## src/rtl/stage_instruction_decode_pkg.sv

```systemverilog
// Shared ISA types and architecture constants for the RV32I pipeline:
// opcode encodings, immediate formats and the opcode/format helpers.
package stage_instruction_decode_pkg;

    localparam int ARCH_XLEN = 32;
    localparam int ARCH_ILEN = 32;
    localparam int REG_IDX_W = 5;

    typedef enum logic [6:0] {
        OPCODE_UNKNOWN = 7'b0000000,
        OPCODE_LUI     = 7'b0110111,
        OPCODE_AUIPC   = 7'b0010111,
        OPCODE_JAL     = 7'b1101111,
        OPCODE_JALR    = 7'b1100111,
        OPCODE_BRANCH  = 7'b1100011,
        OPCODE_LOAD    = 7'b0000011,
        OPCODE_STORE   = 7'b0100011,
        OPCODE_OP_IMM  = 7'b0010011,
        OPCODE_OP      = 7'b0110011,
        OPCODE_SYSTEM  = 7'b1110011
    } opcode_t;

    typedef enum logic [2:0] {
        IMM_R,
        IMM_I,
        IMM_S,
        IMM_B,
        IMM_U,
        IMM_J
    } imm_fmt_t;

    // Any encoding outside the supported set collapses to OPCODE_UNKNOWN.
    function automatic opcode_t extract_opcode(input logic [ARCH_ILEN-1:0] instr);
        opcode_t op;
        case (instr[6:0])
            7'b0110111: op = OPCODE_LUI;
            7'b0010111: op = OPCODE_AUIPC;
            7'b1101111: op = OPCODE_JAL;
            7'b1100111: op = OPCODE_JALR;
            7'b1100011: op = OPCODE_BRANCH;
            7'b0000011: op = OPCODE_LOAD;
            7'b0100011: op = OPCODE_STORE;
            7'b0010011: op = OPCODE_OP_IMM;
            7'b0110011: op = OPCODE_OP;
            7'b1110011: op = OPCODE_SYSTEM;
            default:    op = OPCODE_UNKNOWN;
        endcase
        return op;
    endfunction

    function automatic imm_fmt_t imm_format(input opcode_t op);
        imm_fmt_t fmt;
        case (op)
            OPCODE_OP_IMM, OPCODE_LOAD, OPCODE_JALR, OPCODE_SYSTEM: fmt = IMM_I;
            OPCODE_STORE:                                           fmt = IMM_S;
            OPCODE_BRANCH:                                          fmt = IMM_B;
            OPCODE_LUI, OPCODE_AUIPC:                               fmt = IMM_U;
            OPCODE_JAL:                                             fmt = IMM_J;
            default:                                                fmt = IMM_R;
        endcase
        return fmt;
    endfunction

endpackage

```

## src/rtl/stage_instruction_decode_immediate_generator.sv

```systemverilog
// Combinational immediate extraction: picks the format from the opcode and
// sign-extends the reassembled immediate to XLEN.
module immediate_generator
    import stage_instruction_decode_pkg::*;
#(
    parameter int XLEN = ARCH_XLEN,
    parameter int ILEN = ARCH_ILEN
) (
    input  logic [ILEN-1:0] instr_bits,
    output logic [XLEN-1:0] imm
);

    always_comb begin
        imm = '0;
        case (imm_format(extract_opcode(instr_bits)))
            IMM_I: imm = XLEN'($signed(instr_bits[31:20]));
            IMM_S: imm = XLEN'($signed({instr_bits[31:25], instr_bits[11:7]}));
            IMM_B: imm = XLEN'($signed({instr_bits[31], instr_bits[7], instr_bits[30:25],
                                        instr_bits[11:8], 1'b0}));
            IMM_U: imm = XLEN'($signed({instr_bits[31:12], 12'b0}));
            IMM_J: imm = XLEN'($signed({instr_bits[31], instr_bits[19:12], instr_bits[20],
                                        instr_bits[30:21], 1'b0}));
            default: imm = '0;
        endcase
    end

endmodule

```

## src/rtl/stage_instruction_decode.sv

```systemverilog
// Instruction decode stage: drives register-file addresses, waits out the read
// latency, then presents decoded fields under the enable/is_complete handshake.
module stage_instruction_decode
    import stage_instruction_decode_pkg::*;
#(
    parameter int XLEN             = ARCH_XLEN,
    parameter int ILEN             = ARCH_ILEN,
    parameter int REG_READ_LATENCY = 1
) (
    input  logic                 clock,
    input  logic                 reset,
    input  logic                 enable,
    input  logic [ILEN-1:0]      instr_bits,
    input  logic [XLEN-1:0]      pc,
    input  logic [XLEN-1:0]      rf_rs1_data,
    input  logic [XLEN-1:0]      rf_rs2_data,
    output logic [REG_IDX_W-1:0] rf_rs1_addr,
    output logic [REG_IDX_W-1:0] rf_rs2_addr,
    output logic                 is_complete,
    output logic                 is_halted,
    output opcode_t              opcode,
    output logic [4:0]           rd,
    output logic [2:0]           funct3,
    output logic [6:0]           funct7,
    output logic [XLEN-1:0]      imm,
    output logic [XLEN-1:0]      rs1_value,
    output logic [XLEN-1:0]      rs2_value,
    output logic [XLEN-1:0]      pc_out
);

    localparam int CNT_W = (REG_READ_LATENCY < 1) ? 1 : $clog2(REG_READ_LATENCY + 1);
    localparam logic [CNT_W-1:0] CNT_LOAD = CNT_W'(REG_READ_LATENCY);

    typedef struct packed {
        opcode_t         opcode;
        logic [4:0]      rd;
        logic [2:0]      funct3;
        logic [6:0]      funct7;
        logic [XLEN-1:0] imm;
        logic [XLEN-1:0] rs1_value;
        logic [XLEN-1:0] rs2_value;
        logic [XLEN-1:0] pc;
    } decode_t;

    logic [CNT_W-1:0] remaining_cycles;
    logic             read_complete;
    logic             next_halted;
    logic [XLEN-1:0]  live_imm;
    decode_t          live;
    decode_t          saved;
    decode_t          shown;

    assign rf_rs1_addr = instr_bits[19:15];
    assign rf_rs2_addr = instr_bits[24:20];

    immediate_generator #(
        .XLEN (XLEN),
        .ILEN (ILEN)
    ) u_immediate_generator (
        .instr_bits (instr_bits),
        .imm        (live_imm)
    );

    // x0 always reads as zero, whatever the register file returns.
    always_comb begin
        live           = '0;
        live.opcode    = extract_opcode(instr_bits);
        live.rd        = instr_bits[11:7];
        live.funct3    = instr_bits[14:12];
        live.funct7    = instr_bits[31:25];
        live.imm       = live_imm;
        live.rs1_value = (rf_rs1_addr == '0) ? '0 : rf_rs1_data;
        live.rs2_value = (rf_rs2_addr == '0) ? '0 : rf_rs2_data;
        live.pc        = pc;
    end

    assign read_complete = (remaining_cycles == '0);
    assign next_halted   = is_halted | (enable & read_complete & (live.opcode == OPCODE_UNKNOWN));
    assign is_complete   = enable & read_complete & ~is_halted & ~next_halted;
    assign shown         = (enable & ~is_halted) ? live : saved;

    assign opcode    = shown.opcode;
    assign rd        = shown.rd;
    assign funct3    = shown.funct3;
    assign funct7    = shown.funct7;
    assign imm       = shown.imm;
    assign rs1_value = shown.rs1_value;
    assign rs2_value = shown.rs2_value;
    assign pc_out    = shown.pc;

    always_ff @(posedge clock or negedge reset) begin
        if (!reset) begin
            remaining_cycles <= CNT_LOAD;
        end else if (!enable) begin
            remaining_cycles <= CNT_LOAD;
        end else if (remaining_cycles != '0) begin
            remaining_cycles <= remaining_cycles - CNT_W'(1);
        end
    end

    always_ff @(posedge clock or negedge reset) begin
        if (!reset) begin
            is_halted <= 1'b0;
        end else begin
            is_halted <= next_halted;
        end
    end

    // The saved set is what the stage shows whenever it is idle or halted.
    always_ff @(posedge clock or negedge reset) begin
        if (!reset) begin
            saved <= '0;
        end else if (is_complete) begin
            saved <= live;
        end
    end

endmodule

```

## config.mk

```make
export PLATFORM = sky130hd
export DESIGN_NAME = stage_instruction_decode
export DESIGN_NICKNAME = d
export VERILOG_FILES = /design/src/rtl/stage_instruction_decode_pkg.sv /design/src/rtl/stage_instruction_decode_immediate_generator.sv /design/src/rtl/stage_instruction_decode.sv
export SDC_FILE = /design/constraint.sdc
export NUM_CORES = 1
export LEC_CHECK = 0
export ABC_AREA = 1
export BUFFER_PORTS_ARGS = -buffer_cell sky130_fd_sc_hd__buf_2
export CORE_UTILIZATION = 46
export DETAILED_ROUTE_END_ITERATION = 12
export PLACE_DENSITY = 0.8
export SYNTH_ARGS = -nofsm -noshare
export SYNTH_HDL_FRONTEND = slang
export SYNTH_SLANG_ARGS = --single-unit
```

## constraint.sdc

```tcl
create_clock -name clock -period 1.4 [get_ports clock]
set_input_delay 0.14 -clock clock [delete_from_list [all_inputs] [get_ports clock]]
set_output_delay 0.14 -clock clock [all_outputs]
set_load 0.01 [all_outputs]
```

==> flow_results.org, run 1 <==
** Route
- In this run, the number of DRC markers left after iteration 0 of detailed routing was 756.
- In the routed layout, each cell is associated on average with a via count of 5.16.
- Via count :: 9721
- In the routed design, unresolved DRC markers number 0.
- Number of optimization iterations in the first detailed-route pass :: 6
- The final layout contains routed wiring with a total length of 28.6 mm.
- The detail route stage leaves a number of antenna-violating nets equal to 0.
- After detailed routing, the average wire length per cell comes to 15.2 um.

** Power and ir drop
- Overall power of the completed layout :: 9.49 mW
- For this design the static power due to leakage is 7.19 nW.
- Internal power summed over all cells :: 7.04 mW
- Power spread over the standard cell area amounts to 751 mW/mm^2.
- In this run the power spent charging and discharging nets is 2.45 mW.
- The worst-case IR drop observed on VDD is 0.000830 V.
- Relative contribution of sequential cells to total power :: 46.0%
- Fraction of power spent switching nets :: 25.9%
- Clock share of power :: 45.0%
- In this run, the combinational gates consume 9.0% of the power.

** STA
- Final-report max-slew violation count :: 0
- Hold timing on the final database bottoms out at a slack of 0.00756 ns.
- Slew @ Worst Pin :: 0.433 ns
- In the post-route analysis, the smallest setup slack over all paths is -0.463 ns.
- Final hold violation count :: 0
- Highest clock frequency the design can meet :: 0.537 GHz
- Worst slew slack as a fraction of its limit :: 71.1%
- RSZ-0062 raised after global routing :: yes
- Of the available clock period, the critical path in the final layout requires 133%.
- Crit path time final :: 1.86 ns
- Final-report setup violation count :: 267
- Final setup TNS :: -75.06 ns
- Across the routed clock network, the largest skew measured is 0.00651 ns.

** Floorplanning
- Standard-cell row count :: 49
- During I/O placement, the number of pins put on the boundary was 293.
- Area inside the core boundary :: 0.0180 sq mm
- Die Width :: 138 um
- The floorplan step defined a die boundary enclosing 0.0189 sq mm.
- Measured along the y axis, the die boundary spans 138 um.
- Initial Util :: 47.1%

** Yosys
- Summing the sequential cell areas from Yosys gives 44.7% of the chip area.
- After technology mapping, the gate count stands at 1260.
- The Yosys step of the flow raised 0 warnings.
- Synthesized cell area :: 0.00845 sq mm
- Number of synthesized register bits :: 151
- After synthesis, the mean cell area works out to 6.71 sq um.
- Counting distinct cell types in the post-synthesis netlist gives 21.
- Number of nets in the synthesized netlist :: 1391

** Critical path
- The worst setup path is captured at a primary output.
- Of all nets on the critical path, the largest fanout is 9.
- Worst setup path start :: is_halted$_DFF_PN0_
- Crit Path Class :: flip-flop to primary output
- Worst setup path end :: rs1_value[26]
- Required @ worst endpoint :: 1.26 ns
- The worst register-to-register path has a setup slack of -0.23 ns.
- At the worst endpoint, the arrival time is 1.72 ns.
- R2r startpoint :: is_halted$_DFF_PN0_
- Number of cells on the worst reg-to-reg path :: 8
- Endpoint of the worst register-to-register path :: saved[9]$_DFFE_PN0P_
- CP Launch Type :: flip-flop

** Global routing
- The total overflow left after global routing is 0.
- The initial antenna violation count is 2.
- Global routing used 29.3% of the available tracks across all layers.
- First-pass GRT wire length :: 42.7 mm
- Entering global routing, the biggest net connects 40 pins.
- The via count of the first global-routing pass came to 8750.

** Run status
- Result of the run :: finished, violations left
- Failing checks :: negative setup slack

** Clock network
- TritonCTS built the clock tree.
- In this run the number of H-tree levels came out at 4.
- The clock drives 151 sinks.
- The cell sitting at the root of the clock tree is a clkbuf_16.
- Number of buffers created by CTS :: 17
- Clock-pin slew on the worst setup and hold paths :: 0.07 ns
- The longest clock path from root to sink contains 2 buffers.
- Clock latency on the worst-skew pair :: 0.42 ns

** Placement
- Port-buffer cells :: 292
- At the end of routability-driven placement, the weighted congestion stood at 0.892.
- Once placement completed, the tool counted placed cells totaling 1806.
- Detailed placement finished with a half-perimeter wire length of 18.5 mm.

** Job
- Max-cap violations in this run came to 0.

** Cells and area
- The library cell used most frequently in the layout, excluding fill and tap cells, is nand2_1.
- Final instance count without filler cells :: 1883
- The library cells used most frequently in the layout, excluding fill and tap cells, are nand2_1 (572), buf_2 (278), dfrtp_1 (150).
- Cells fill 70.4% of the core in the end.
- Share of layout cells above drive strength 1 :: 34.7%
- Layout overhead on the synthesized area :: 49.5%
- NumNets Final :: 1770

** Min path
- The path class of the tightest hold or removal check is primary input to flip-flop.
## registers in the layout (all words and copies together) (netlist names)
name / cells
is_halted: 1
remaining_cycles: 1
saved: 149
## worst max-delay path, stage by stage (launching register included)
cell	delay, ns
dfrtp_1	0.41
nor2_4	0.13
buf_12	0.18
inv_8	0.09
clkbuf_16	0.18
o21ai_2	0.15
buf_2	0.16
## per-layer routing
metal  wire length [um]  share of wire (%)  vias to the layer above  global-route usage, %
met1              11400                 40                     4464                   35.8
met2              14100                 49                      462                   48.6
li1                   -                  -                     4721                      -
met4               1040                3.6                        0                   14.0
met3               2080                7.3                       74                   6.81
met5                  0                  0                        -                      0
## logic make-up after synthesis
logic type             Yosys count  synth area share, %
AND/OR/NAND/NOR                712                 32.5
AO/OA/AOI/OAI                  235                 13.9
flip-flops                     151                 44.7
buffers and inverters          162                 8.79
## final cells by class
| cell class | count | area (sq um) |
|---|---|---|
| fill | 1355 | 5320 |
| timing repair buffer | 452 | 3330 |
| clock buffer | 18 | 429 |
| multi-input combinational | 947 | 4380 |
| timing repair inverter | 3 | 47.5 |
| antenna | 2 | 5.00 |
| tap | 229 | 287 |
| clock inverter | 14 | 114 |
| inverter | 67 | 273 |
| sequential | 151 | 3780 |
## cells in the mapped netlist
cell | n | share of area (%)
o21ai_1 | 50 | 3.0
nor2_2 | 1 | 0.074
nand3_1 | 47 | 2.8
buf_6 | 9 | 1.2
o31ai_1 | 1 | 0.089
o21ai_0 | 184 | 11
nand2_1 | 596 | 26
dfstp_2 | 1 | 0.31
buf_4 | 14 | 1.2
nor3_1 | 2 | 0.12
buf_1 | 7 | 0.31
nand3_2 | 1 | 0.12
inv_2 | 2 | 0.089
inv_1 | 64 | 2.8
clkbuf_1 | 53 | 2.4
nor2_1 | 63 | 2.8
nor3_2 | 1 | 0.12
dfrtp_1 | 150 | 44
nand2_2 | 1 | 0.074
buf_2 | 12 | 0.71
clkinv_1 | 1 | 0.044
## worst min path at each step
stage | startpoint | end | cells after the start
5_1_grt | rf_rs1_data[10] | saved[74]$_DFFE_PN0P_ | 3
2_1_floorplan | reset | is_halted$_DFF_PN0_ | 0
3_3_place_gp | reset | saved[45]$_DFFE_PN0P_ | 1
6_report | rf_rs1_data[10] | saved[74]$_DFFE_PN0P_ | 3
3_5_place_dp | reset | saved[45]$_DFFE_PN0P_ | 1
4_1_cts | rf_rs1_data[10] | saved[74]$_DFFE_PN0P_ | 3
## what timing repair did
| action | in CTS | in global routing |
|---|---|---|
| pin swaps | 5 | 1 |
| hold buffers | 27 | 0 |
| gates resized for setup | 134 | 82 |
| endpoints found under the hold margin | 140 | 0 |
| setup buffers | 3 | 5 |
| gates cloned | 6 | 2 |
| endpoints found under the setup margin | 178 | 266 |
## through the flow
stage / worst slack, ns / area (sq um)
finish: -0.463 / 12600
detailed placement: -0.288 / 11100
CTS: -0.435 / 12300
global placement: -0.271 / 11100
floorplan: 0.0249 / 8660
global route: -0.530 / 12600
## power groups by stage
stage	Clock, mW	Combinational (mW)	Sequential (mW)
after floorplan	0	0.235	4.45
after global placement	0	0.738	4.45
after detailed placement	0	0.749	4.45
after CTS	4.34	0.827	4.37
after global routing	4.54	0.931	4.36
final	4.27	0.850	4.37
Power figures use the tool's default switching activity.
==> run 2, diff against run 1 <==
CORE_MARGIN = 4   (was default)
==> flow_results.org, run 2 (synthesized netlist as in run 1, its figures left out) <==
** Critical path
- The critical path is of the flip-flop to primary output type.
- Along the worst path, the maximum fanout reaches 27.
- STA classifies the critical path startpoint as a flip-flop.
- At the worst endpoint, the required time is 1.26 ns.
- Cell family with the largest share of critical-path delay :: buffers and inverters
- Counting stages on the worst path, the most repeated cell is buf_12.
- Arrival time of data at the critical path endpoint :: 1.69 ns
- Delay of the slowest cell on the worst path :: 0.39 ns
- The slowest stage of the critical path belongs to the cell dfrtp_1.
- Buffers plus inverters on the worst setup path :: 4
- Cell-by-cell trace of the critical path :: nor2_4 -> buf_12 -> inv_16 -> buf_12 -> nand2_1 -> o21ai_1 -> buf_2
- The worst setup path is captured at a primary output.

** Global routing
- In the global route stage, met3 resource usage came out at 5.36%.
- Vias in the first global route :: 8974
- In the global route stage, met1 resource usage came out at 33.7%.
- Global routing used 26.6% of the available tracks.
- Busiest layer in global routing :: met2
- For this run, global-route usage on met2 was measured as 45.8%.
- Maximum number of pins on one net before global-route repair :: 82
- The initial antenna violation count is 0.
- Global route total overflow :: 0
- First-pass GRT wire length :: 43.8 mm

** Cells and area
- Highest-count cells in the layout ignoring fill and taps :: nand2_1 (579), buf_2 (278), dfrtp_1 (150)
- Leaving out fill and tap cells, the most frequent cell in the layout is nand2_1.
- Share of layout cells above drive strength 1 :: 34.0%
- In the final design database the tool counted 1744 nets.
- 0 antenna diodes ended up in the layout.
- Register with the most flip-flops :: saved
- The largest registers in the layout are saved (149), is_halted (1), remaining_cycles (1).
- Layout overhead on the synthesized area :: 46.0%
- Fill cells in the final layout number 1482.
- The register with the most flip-flops in the layout has 149 of them.

** Power and ir drop
- Summed over all nets, the switching power comes to 2.38 mW.
- Cell internal power was estimated by the tool at 7.94 mW.
- Relative contribution of sequential cells to total power :: 42.3%
- Per report_power, the combinational group accounts for 7.9% of the total.
- Clock share of power :: 49.8%
- In this run the power density over the cells is 836 mW/mm^2.
- VDD sags by at most 0.000830 V.
- Static leakage power :: 7.09 nW
- Fraction of power spent switching nets :: 23.1%

** Route
- DRT Wirelength :: 28.1 mm
- Average vias per placed instance :: 5.10
- For this run, the detailed router's first-pass iteration total came to 6.
- For this block, the via count after detailed routing is 9447.
- After detailed routing, the average wire length per cell comes to 15.2 um.
- For this block, the initial DRC count from the detailed router was 642.
- Residual DRC :: 0
- Antenna Nets Post-Route :: 0

** STA
- Worst slew slack as a fraction of its limit :: 66.5%
- Crit path time final :: 1.83 ns
- In the finished design, the share of the clock period the worst path needs comes to 131%.
- Once routing completed, OpenROAD measured the worst setup slack at -0.433 ns.
- Setup repair after global routing could not meet its margin everywhere.
- Final hold violation count :: 0
- Highest clock frequency the design can meet :: 0.546 GHz
- For the pin with the worst max-slew slack, the measured transition is 0.503 ns.
- Clock skew :: 0.0110 ns
- Setup violations remaining at the end of the flow were counted as 274.
- In the final timing run, aggregate negative setup slack is -64.60 ns.
- The number of max-slew violations in the final report is 0.

** Placement
- Port-buffer cells :: 292
- At the placement stage, the worst setup path has a slack of -0.275 ns.
- Detailed Place HPWL :: 19.6 mm
- The congestion estimate from routability-driven global placement came to 0.873.

** Run status
- The checks that failed: negative setup slack.
- The flow ran to the end, but the final reports show violations.

** Clock network
- The root buffer cell chosen for the clock tree is clkbuf_16.
- Clock latency on the worst-skew pair :: 0.42 ns
- TritonCTS built the clock tree.
- Maximum level of the CTS H-tree :: 4
- Number of sinks on the clock net :: 151
- Clock-pin slew was measured on the worst setup and hold paths at 0.07 ns.
- Number of buffers created by CTS :: 17
- Counting along the longest clock path gives a buffer depth of 2.

** Floorplanning
- In this run the count of I/O pins placed on the die edge is 293.
- After floorplanning, the core was divided into 49 placement rows.
- In this run the horizontal extent of the chip is 144 um.
- Initial Util :: 46.9%
- Area inside the core boundary :: 0.0180 sq mm
- Die boundary height :: 144 um
- The die covers 0.0206 sq mm.

** Job
- Max cap viols :: 0

** Min path
- The min-delay analysis places its worst path in the category primary input to flip-flop.
run 2: cell types whose count changed in the layout (fill, tap and decap cells not counted), sizes merged:
cell / change
bufinv: +5
clkinvlp: -4
clkinv: +1
dlygate4sd3: -14
diode: -2
inv: -4
clkbuf: -1
buf: -10
run 2: path summary, 6_finish.rpt:
kind | startpoint | endpoint | slack [ns] | cells after the start
setup / recovery | is_halted$_DFF_PN0_ | rs1_value[8] | -0.43 | 7
hold / removal | pc[6] | saved[6]$_DFFE_PN0P_ | 0.008 | 3
setup reg to reg | remaining_cycles$_DFF_PN1_ | saved[77]$_DFFE_PN0P_ | -0.21 | 7
hold reg to reg | saved[144]$_DFFE_PN0P_ | saved[144]$_DFFE_PN0P_ | 0.46 | 2
max in group asynchronous | reset | remaining_cycles$_DFF_PN1_ | 0.57 | 3
min in group asynchronous | reset | saved[47]$_DFFE_PN0P_ | 0.25 | 2
run 2: metal layers:
layer | vias up | routed length, um
li1 | 4685 | -
met1 | 4344 | 11300
met2 | 371 | 14000
met3 | 47 | 2110
met4 | 0 | 707
met5 | - | 0
run 2: tightest hold or removal path, delay by kind of cell:
family                 cells  cell delay (ns)
buffers and inverters      2             0.14
AO/OA/AOI/OAI              1             0.09
run 2: power groups by stage:
stage	clock network, mW	registers, mW	logic [mW]
final	5.14	4.37	0.816
after global placement	0	4.45	0.746
after global routing	5.43	4.36	0.898
after CTS	5.22	4.37	0.805
after detailed placement	0	4.45	0.758
after floorplan	0	4.45	0.235
run 2: repair_timing:
action                     4_1_cts  5_1_grt
hold endpoints to repair        49        0
pin swaps                        8        0
setup endpoints to repair      188      296
cloned                           4        1
resized for setup              124       46
hold buffers                    13        0
buffers inserted                 4        0
run 2: final cells by class:
cell class / instances / area (sq um) / share of cell area, %
Multi-Input combinational cell: 947 / 4310 / 34.9
Clock buffer: 18 / 439 / 3.56
Tap cell: 229 / 287 / 2.32
Timing Repair inverter: 2 / 26.3 / 0.213
Timing Repair Buffer: 427 / 3020 / 24.4
Inverter: 67 / 268 / 2.17
Sequential cell: 151 / 3780 / 30.6
Clock inverter: 13 / 216 / 1.75
run 2: stage by stage:
step           utilization (%)  power [mW]  std cells  hold slack, ns  cell area [sq um]
2_1_floorplan                -        4.68       1260          -0.156               8660
3_3_place_gp              61.2        5.19       1801           0.109              11000
3_5_place_dp              61.2        5.21       1801           0.110              11000
4_1_cts                   67.8        10.4       1853         0.00192              12200
5_1_grt                   68.5        10.7       1854          0.0135              12300
6_report                  68.5        10.3       1854         0.00764              12300
==> run 3, diff against run 2 <==
ABC_AREA = default   (was 1)
CORE_UTILIZATION = 45   (was 46)
==> flow_results.org, run 3 <==
** Cells and area
- NumNets Final :: 1643
- Final instance count without filler cells :: 1750
- The largest registers in the layout are saved (149), is_halted (1), remaining_cycles (1).
- The repair_antennas step left the layout with diodes totalling 0.
- Share of layout cells above drive strength 1 :: 47.2%
- Highest-count cells in the layout ignoring fill and taps :: nand2_1 (422), buf_2 (244), dfrtp_1 (149)
- Layout overhead on the synthesized area :: 82.0%
- The register with the most flip-flops in the layout has 149 of them.
- Area occupied by multi-input gates :: 0.00492 sq mm
- Counting the fill cells in the layout gives 819.
- Counting flops per register, the top entry is saved.
- The sequential cells in the finished layout cover a total of 0.00378 sq mm.
- Leading cell type in the layout, fill and taps excluded :: nand2_1

** Placement
- Before CTS, the worst setup slack after placement is -0.344 ns.
- # placed instances :: 1596
- Once detailed placement completed, the half-perimeter wirelength came to 17.4 mm.
- Input and output buffers added on the ports amount to 292.
- The congestion estimate from routability-driven global placement came to 0.885.

** Critical path
- CP Launch Type :: flip-flop
- Cell family with the largest share of critical-path delay :: buffers and inverters
- Buffers plus inverters on the worst setup path :: 4
- In this run the worst path has a maximum fanout of 6.
- Critical path's most frequent cell :: buf_12
- The slowest stage of the critical path belongs to the cell dfrtp_2.
- The largest single stage delay on the critical path is 0.42 ns.
- Crit Path Class :: flip-flop to primary output
- Required @ worst endpoint :: 1.26 ns
- The critical path goes through nand2b_4 -> buf_12 -> buf_12 -> buf_16 -> o21ai_2 -> buf_2.
- Arrival time of data at the critical path endpoint :: 1.85 ns
- STA classifies the critical path endpoint as a primary output.

** Power and ir drop
- In this run the static leakage power is 7.45 nW.
- VDD IR-drop max :: 0.000838 V
- In this run the power density over the cells is 731 mW/mm^2.

** STA
- Post-route setup slack :: -0.589 ns
- WHS :: -0.0137 ns
- Final-report setup violation count :: 301
- Final setup TNS :: -135.06 ns
- Final-report max-slew violation count :: 0
- Final hold violation count :: 1
- Slew @ Worst Pin :: 0.512 ns
- Ratio of final minimum period to clock period :: 142%
- RSZ-0062 raised after global routing :: yes
- Worst slew slack as a fraction of its limit :: 65.7%
- Highest clock frequency the design can meet :: 0.503 GHz
- Crit path time final :: 1.99 ns
- The clock arrives with 0.0123 ns of skew.

** Clock network
- Clock-pin slew was measured on the worst setup and hold paths at 0.07 ns.
- Counting along the longest clock path gives a buffer depth of 2.
- Number of sinks on the clock net :: 151
- TritonCTS created 17 clock buffers.
- TritonCTS built the clock tree.
- Library cell used as clock root buffer :: clkbuf_16
- CTS built an H-tree with a depth of 4.
- The clock reaches the later pin of the worst-skew pair after 0.42 ns.

** Route
- Detailed router's first-iteration violation count :: 972
- Number of optimization iterations in the first detailed-route pass :: 9
- The routed design has 37.5 mm of wire.
- Across all layers, the routed design uses 10300 vias.
- After detailed routing, the number of remaining DRC violations is 0.
- Using the TritonRoute via totals, the vias-per-cell ratio works out to 5.88.
- Average wire length per cell after detail routing :: 21.4 um
- Antenna Nets Post-Route :: 0

** Floorplanning
- Number of top-level pins :: 293
- In this run the vertical extent of the chip is 140 um.
- Die Width :: 140 um
- The die covers 0.0197 sq mm.
- Initial Util :: 45.7%
- Standard-cell row count :: 48
- The region available for standard cell placement spans 0.0172 sq mm.

** Yosys
- Library cell with the largest summed area after synthesis :: dfrtp_1
- After synthesis, the cell types taking the most area are dfrtp_1 (48%), nand2_1 (26%), o21ai_0 (9.8%).
- Ranked by instance count, the synthesized netlist is headed by nand2_1 (548), o21ai_0 (154), dfrtp_1 (150), clkbuf_1 (37), nor2_1 (33).
- Post-synth EDFFs :: 0
- Number of nets in the synthesized netlist :: 1207
- Number of synthesized register bits :: 151
- Cell count after synthesis :: 1076
- Share of synthesized area occupied by flip-flops and latches :: 48.0%
- Number of distinct standard cells referenced by the synthesized netlist :: 38
- Dominant register cell in the synthesized netlist :: dfrtp_1
- Most numerous cell in the Yosys netlist :: nand2_1
- Post-synthesis async set-or-reset flop share :: 100%
- Of the post-synthesis cell area, the dominant cell type holds 47.6%.
- The synthesized netlist occupies a cell area of 0.00788 sq mm.
- Mapped Avg Cell Area :: 7.32 sq um
- Warning count from the yosys run :: 0

** Run status
- Result of the run :: finished, violations left
- The final reports fail on negative hold slack, negative setup slack.

** Min path
- Min-delay worst type :: primary input to flip-flop

** Global routing
- Vias in the first global route :: 9304
- GRT Util Overall :: 29.2%
- Global route total overflow :: 0
- The first global-routing pass estimated 46.7 mm of wire.
- Maximum number of pins on one net before global-route repair :: 62
- Antenna violations before repair :: 1

** Job
- The tool flagged a number of max-cap violations equal to 0.
[run 3: final timing paths]
check	end	startpoint	cells after the start	slack, ns
worst min-delay path	saved[78]$_DFFE_PN0P_	rf_rs1_data[14]	3	-0.01
worst max register to register	saved[19]$_DFFE_PN0P_	is_halted$_DFF_PN0_	10	-0.58
worst min register to register	saved[141]$_DFFE_PN0P_	saved[141]$_DFFE_PN0P_	2	0.47
min in group asynchronous	saved[0]$_DFFE_PN0P_	reset	2	0.23
worst max-delay path	rs2_value[2]	is_halted$_DFF_PN0_	6	-0.59
max in group asynchronous	saved[120]$_DFFE_PN0P_	reset	3	0.56
[run 3: per-layer routing]
layer	vias up	wire length [um]	part of all wire, %	GRT usage, %
met5	-	13	0.035	0
met3	243	3200	8.5	6.42
li1	4393	-	-	-
met4	2	2340	6.2	15.2
met2	790	19000	51	51.3
met1	4863	12900	34	33.2
[run 3: repair_timing]
item / 4_1_cts / 5_1_grt
endpoints found under the setup margin: 274 / 300
gates resized for setup: 242 / 268
hold endpoints to repair: 170 / 1
cloned: 15 / 26
pin swaps: 69 / 73
setup buffers: 17 / 6
hold buffers: 61 / 1
[run 3: through the flow]
step	util [%]	power, mW	instance area [sq um]
floorplan	-	4.82	8300
global placement	60.3	5.32	10400
detailed placement	60.3	5.34	10400
CTS	74.7	10.3	12900
global route	83.2	10.8	14300
finish	83.2	10.5	14300
[run 3: cells by family (layout without fill, tap and decap cells)]
family / count (synthesis) / in the layout / share of synthesized area [%]
buffers and inverters: 93 / 542 / 6.32
multiplexers: 3 / 3 / 0.429
flip-flops: 151 / 151 / 48.0
AO/OA/AOI/OAI: 228 / 228 / 15.7
XOR/XNOR: 1 / 1 / 0.111
AND/OR/NAND/NOR: 600 / 600 / 29.5
[run 3: final cells by class]
type                    count  share of cell area, %
clock buffers              19                   3.16
multi-input cells         832                   34.3
well taps                 225                   1.96
inverters                   4                  0.157
flip-flops and latches    151                   26.4
repair buffers            506                   32.9
clock inverters            13                   1.19
[run 3: worst min-delay path: cells and delay by family]
family | cells | cell delay (ns)
and+or+nand+nor | 1 | 0.07
buffers and inverters | 1 | 0.09
AOI/OAI and AO/OA | 1 | 0.07
[run 3: where the power goes]
group	internal (mW)	total [mW]	switching (mW)
logic	0.505	1.13	0.628
clock network	2.93	4.88	1.96
registers	4.42	4.47	0.0470
